**src/rtl/display_refresh_mux.sv**
```systemverilog
// N-digit time-multiplexed seven-segment refresh controller with prescaler,
// per-digit blanking, decimal-point routing and frame-start strobe.
// Optional anode dead-time guard: define DISP_DEADTIME_EN.
module display_refresh_mux #(
    parameter int DIGITS   = 4,
    parameter int PRESCALE = 50000,
    parameter int DEAD_CYC = 2,
    localparam int IW = (DIGITS > 1) ? $clog2(DIGITS) : 1,
    localparam int PW = (PRESCALE > 1) ? $clog2(PRESCALE) : 1
) (
    input  logic                  Clk,
    input  logic                  Rst,
    input  logic                  Cen,
    input  logic [4*DIGITS-1:0]   InD,
    input  logic [DIGITS-1:0]     DigEn,
    input  logic [DIGITS-1:0]     Dp,
    output logic [DIGITS-1:0]     An,
    output logic [3:0]            OutR,
    output logic                  DpOut,
    output logic [IW-1:0]         DigIdx,
    output logic                  FrameStart
);

    logic [PW-1:0]     pre_q, pre_d;
    logic [IW-1:0]     idx_q, idx_d;
    logic [DIGITS-1:0] an_q, an_d;
    logic [3:0]        outr_q, outr_d;
    logic              dp_q, dp_d;
    logic              fs_q, fs_d;

    logic              tick;
    logic [IW-1:0]     sel;
    logic [DIGITS-1:0] sel_hot;
    logic [3:0]        nib_arr [DIGITS];

    assign tick = Cen && (pre_q == PW'(PRESCALE - 1));
    assign sel  = (idx_q == IW'(DIGITS - 1)) ? '0 : idx_q + 1'b1;

    // Decoded slot and nibble lanes; sel never exceeds DIGITS-1.
    genvar gi;
    generate
        for (gi = 0; gi < DIGITS; gi = gi + 1) begin : g_lane
            assign sel_hot[gi] = (sel == IW'(gi));
            assign nib_arr[gi] = InD[4*gi +: 4];
        end
    endgenerate

`ifdef DISP_DEADTIME_EN
    localparam int GW = (DEAD_CYC > 0) ? $clog2(DEAD_CYC + 1) : 1;
    logic [GW-1:0]     guard_q, guard_d;
    logic [DIGITS-1:0] pend_q, pend_d;
`endif

    always_comb begin
        pre_d  = pre_q;
        idx_d  = idx_q;
        an_d   = an_q;
        outr_d = outr_q;
        dp_d   = dp_q;
        fs_d   = 1'b0;
`ifdef DISP_DEADTIME_EN
        guard_d = guard_q;
        pend_d  = pend_q;
`endif
        if (tick) begin
            pre_d  = '0;
            idx_d  = sel;
            outr_d = nib_arr[sel];
            dp_d   = Dp[sel] & DigEn[sel];
            an_d   = sel_hot & DigEn;
            fs_d   = (sel == '0);
`ifdef DISP_DEADTIME_EN
            // Hold anodes dark for DEAD_CYC enabled cycles before driving the new digit.
            if (DEAD_CYC > 0) begin
                pend_d  = sel_hot & DigEn;
                an_d    = '0;
                guard_d = DigEn[sel] ? GW'(DEAD_CYC) : '0;
            end
`endif
        end else if (Cen) begin
            pre_d = pre_q + 1'b1;
`ifdef DISP_DEADTIME_EN
            if (guard_q != '0) begin
                guard_d = guard_q - 1'b1;
                if (guard_q == GW'(1)) begin
                    an_d = pend_q;
                end
            end
`endif
        end
    end

    always_ff @(posedge Clk) begin
        if (Rst) begin
            pre_q  <= '0;
            idx_q  <= IW'(DIGITS - 1);
            an_q   <= '0;
            outr_q <= '0;
            dp_q   <= 1'b0;
            fs_q   <= 1'b0;
`ifdef DISP_DEADTIME_EN
            guard_q <= '0;
            pend_q  <= '0;
`endif
        end else begin
            pre_q  <= pre_d;
            idx_q  <= idx_d;
            an_q   <= an_d;
            outr_q <= outr_d;
            dp_q   <= dp_d;
            fs_q   <= fs_d;
`ifdef DISP_DEADTIME_EN
            guard_q <= guard_d;
            pend_q  <= pend_d;
`endif
        end
    end

    assign An         = an_q;
    assign OutR       = outr_q;
    assign DpOut      = dp_q;
    assign DigIdx     = idx_q;
    assign FrameStart = fs_q;

endmodule

```
**config.mk**
```make
export PLATFORM = sky130hd
export DESIGN_NAME = display_refresh_mux
export DESIGN_NICKNAME = d
export VERILOG_FILES = /design/src/rtl/display_refresh_mux.sv
export SDC_FILE = /design/constraint.sdc
export NUM_CORES = 1
export LEC_CHECK = 0
export BUFFER_PORTS_ARGS = -buffer_cell sky130_fd_sc_hd__buf_4
export CAP_MARGIN = 10
export CORE_UTILIZATION = 40
export CTS_CLUSTER_DIAMETER = 150
export DETAILED_ROUTE_END_ITERATION = 7
export SLEW_MARGIN = 40
export SYNTH_ARGS = -nofsm -noshare
export SYNTH_HDL_FRONTEND = slang
export SYNTH_SLANG_ARGS = --single-unit
```
**constraint.sdc**
```tcl
create_clock -name Clk -period 2.1 [get_ports Clk]
set_input_delay 0.42 -clock Clk [delete_from_list [all_inputs] [get_ports Clk]]
set_output_delay 0.42 -clock Clk [all_outputs]
set_load 0.02 [all_outputs]
```
Word-level counts from Yosys, hierarchy flattened
Index checks and enable logic that the tools add are counted.

Add/sub/neg operators: 2. Magnitude comparators: 2. Eq/ne operators: 5. Multiplexer cells: 8. Bitwise operators: 4. Reductions and logical operators: 4.

Operators by type and width (number): 16-bit by 1-bit adder with 16-bit output, second input constant (1); 16-bit == test, second input constant (1); 4-bit binary-select mux with 2-bit select (1); 4-bit two-way mux (2); 2-bit == test, second input constant (3); 4-bit bitwise AND (1); 1-bit binary-select mux with 2-bit select (2); 2-bit OR reduction (2); 3-bit >= comparator, second input constant (1); 2-bit by 3-bit less-than comparator with 1-bit output, second input constant (1); 2-bit NOT with 3-bit output (1); 2-bit by 1-bit adder with 2-bit output, second input constant (1); 2-bit by 1-bit == test with 1-bit output, second input constant (1); 2-bit logical NOT (1); 1-bit two-way mux (2); 2-bit two-way mux (1); 1-bit bitwise AND (1); 1-bit logical AND (1); 1-bit NOT (1).

Bits in registers: 28. Output and inout bits: 12.

Logic depth before layout (Yosys ltp)
Depth after elaboration: 6. Depth in mapped cells: 8. Gate-level depth less buffers: 5.

Least setup slack after synthesis
No wires, ideal clock.

Kind: register to register. From: reg idx_q[0], in the netlist DigIdx[0]. To: reg outr_q[0], in the netlist OutR[0]. Setup time: 117 ps. Arrival: 1944 ps. Setup slack: 40 ps. Cell stages (with the launch flop): 6. Buffers on the path: 1. Clock period less this slack: 2060 ps. Cell sequence: dfxtp_1 > inv_1 > ha_1 > buf_1 > mux4_2 > a22o_1.

Longest elaborated chain between the ends: 6. Elaborated cells on any way between the ends: 7. Those cells by class: add/sub: 1; eq/ne: 1; mux: 4; bitwise: 1.

RTL lines: from (decl) (RTL line 25) `logic [IW-1:0] idx_q, idx_d;`; from (signal assigned) (RTL line 96) `idx_q <= IW'(DIGITS - 1);`; from (signal assigned) (RTL line 107) `idx_q <= idx_d;`; 2-bit by 1-bit adder with 2-bit output or 2-bit == test (tied branches) (RTL line 37) `assign sel = (idx_q == IW'(DIGITS - 1)) ? '0 : idx_q + 1'b1;`; 2-bit two-way mux (*) (RTL line 37); named net sel[1] (RTL line 32) `logic [IW-1:0] sel;`; 2-bit NOT with 3-bit output (implied by the code) (*) (RTL line 68) `outr_d = nib_arr[sel];`; 4-bit binary-select mux with 2-bit select (*) (RTL line 68); 4-bit two-way mux (implied by the code) (*) (2 in series) (RTL line 68); to (signal assigned) (RTL line 109) `outr_q <= outr_d;`; to (decl) (RTL line 27) `logic [3:0] outr_q, outr_d;`.

The timed path passes the listed nets; every way through them passes the cells marked *. The select of a mux whose other input is x is not followed. A chain may end at the register's enable or synchronous reset.

Worst setup path after layout
Same ends and word-level chain as after synthesis.

==> results.ini <==
[global_route]
grt_overflow=0
grt_max_degree=17
grt_pass1_wl_um=5037
track_usage=0.1824
antenna_found_initial=0
grt_pass1_vias=1073

[sta]
post-route-period-util=0.9251
fin_ws_ns=0.1573
relSlewSlack=0.7394
rsz0062_at_grt=false
tns_ns=0
worst_pin_slew_ns=0.3905
min_period_ns=1.943
finalSetupViolCount=0
maxSlewViolCount=0
finalHoldViolCount=0
fmax_mhz=514.8
skew_ns=0.01190

[drt]
drc=0
viasPerCell=5.184
wl_per_cell_um=13.73
dr_total_vias=1182
ant_nets=0
finalWirelength_um=3131
drt_iter0_markers=47
dr.pass1.iters=4

[synthesis]
synth_common_cells=28 x dfxtp_1, 18 x nor2_1, 12 x xnor2_1
yosysMostFrequentCell=dfxtp_1
yosysTopAreaCell=dfxtp_1
synth_top_cell_area_share=0.3940
ys_types=33
synth_ff_type=dfxtp_1
syn-num-nets=180
synth_edf_count=0
synth_area_leaders=dfxtp_1 39%, xnor2_1 7.4%, mux4_2 6.3%, ha_1 5.3%, nor2_1 4.7%
yosysWarnings=0
synthCells=147
seq_area_frac_synth=0.3940
syn_area_um2=1423
synthArstFlopShare=0
syn_avg_cell_area_um2=9.678
synth-seq-cells=28

[setup_path]
cp.arrival_ns=2.18
reg2reg_to=OutR[0]$_SDFFE_PP0P_
path_class=reg -> reg
crit_buf_inv=1
crit_fanout=7
slowest_stage=mux4_2
crit_chain=inv_1, ha_1, mux4_2, a22o_1
rrSetupSlack_ns=0.16
slowest_delay_ns=0.55
cp-start-kind=flop
endpoint_kind=flop
reg2reg_depth=4
cp_top_family=multiplexers
rr_startpoint=DigIdx[0]$_SDFFE_PP1P_
cp.required_ns=2.34

[cells_and_area]
num_antenna_cells=0
nNetsFinal=216
drive_above_1_share=0.3077
area_growth_pct=23.66
final_core_util=0.5231
fin_area_um2=1759

[min_path]
hp-start=Rst
hold_path_depth=2
worst_hold_path_type=in -> reg
min_delay_worst_endpoint=An[1]$_SDFFE_PP0P_

[clock_network]
numCtsBuffers=3
cts_tree=built
clkTransAtPathRegs_ns=0.15
numClockSinks=28
clock_latency_ns=0.34
cts_root_buf=clkbuf_4
clockBufferDepth=2
post_cts_resized=0
postCtsSetupRepairBufs=0
htreeDepth=1
cts-hold-fix-buffers=0

[floorplanning]
fp.dieH_um=61.64
start_util=0.4230
fp.dieW_um=61.64
ios=39
die_area_um2=3799
core_area_um2=3363
core.rowCount=21

[placed_design]
dp_hpwl_um=2421
dpl-instance-area_um2=1723
numPortBuffers=38
pre_cts_ws_ns=0.1499
gp_congestion=0.7919

[status]
status=complete, no violations

[power_and_ir_drop]
pwr_density_cell_nw_per_um2=500.7
p_leak_nw=0.6712
ir_worst_vdd_uv=211.9

[flow_run]
drv_cap=0

==> flip-flops by register name, indices dropped and copies added (netlist names) <==
signal	flops
pre_q	16
FrameStart	1
OutR	4
An	4
DigIdx	2
DpOut	1
==> per-layer routing <==
| layer | vias up | share of wire | GRT usage |
|---|---|---|---|
| met5 | - | 0 | 0 |
| met4 | 0 | 0.0073 | 0.05714 |
| met3 | 2 | 0.032 | 0.03361 |
| met2 | 21 | 0.49 | 0.2765 |
| met1 | 562 | 0.47 | 0.2623 |
| li1 | 597 | - | - |
==> report_power, final <==
part           total (mW)  switching, mW  internal, mW
registers           0.540        0.00439         0.536
logic              0.0695         0.0249        0.0446
clock network       0.271          0.165         0.106
==> per-stage QoR <==
step	std cells	power [mW]	hold slack, ns
CTS	228	0.8901	0.3153
global placement	224	0.6190	0.4443
finish	228	0.8808	0.3232
global route	228	0.9213	0.3216
floorplan	147	0.5816	0.4907
detailed placement	224	0.6217	0.4473
==> final cells by class <==
type | instances | area, um2
multi-input cells | 107 | 797.0
clock buffers | 4 | 36.28
inverters | 4 | 15.01
flip-flops and latches | 28 | 560.5
well taps | 46 | 57.56
fillers | 333 | 1604
repair buffers | 39 | 292.8
==> logic make-up after synthesis <==
logic type | count (synthesis) | synth area share
and+or+nand+nor | 68 | 0.2797
DFF | 28 | 0.3940
adders and majority gates | 6 | 0.05277
xor gates and xnor gates | 15 | 0.09235
buffers and inverters | 12 | 0.04572
AOI/OAI and AO/OA | 13 | 0.06508
muxes | 5 | 0.07036
==> layout by cell type, fill, tap and decap left out, types with 3 or more instances in the layout <==
master    netlist  final
buf_4           2     39
dfxtp_1        28     28
nor2_1         18     18
xnor2_1        12     12
nand3_1        10     10
nand2_1         9      9
nand4_1         6      6
nor3_1          6      6
a21oi_1         6      6
ha_1            6      6
inv_1           4      4
mux4_2          4      4
a22o_1          4      4
nor4_1          4      4
and4bb_2        3      3
xor2_1          3      3
nor2_2          3      3
clkbuf_4        0      3
==> worst max-delay path by stage <==
stage | startpoint | to | slack, ns | cells after the start
finish | DigIdx[0]$_SDFFE_PP1P_ | OutR[0]$_SDFFE_PP0P_ | 0.16 | 4
global route | DigIdx[0]$_SDFFE_PP1P_ | OutR[2]$_SDFFE_PP0P_ | 0.06 | 4
CTS | DigIdx[0]$_SDFFE_PP1P_ | OutR[0]$_SDFFE_PP0P_ | 0.14 | 4
detailed placement | DigIdx[0]$_SDFFE_PP1P_ | OutR[0]$_SDFFE_PP0P_ | 0.15 | 4
global placement | DigIdx[0]$_SDFFE_PP1P_ | OutR[1]$_SDFFE_PP0P_ | 0.26 | 4
floorplan | DigIdx[0]$_SDFFE_PP1P_ | OutR[0]$_SDFFE_PP0P_ | 0.04 | 5
Power figures use the tool's default switching activity.
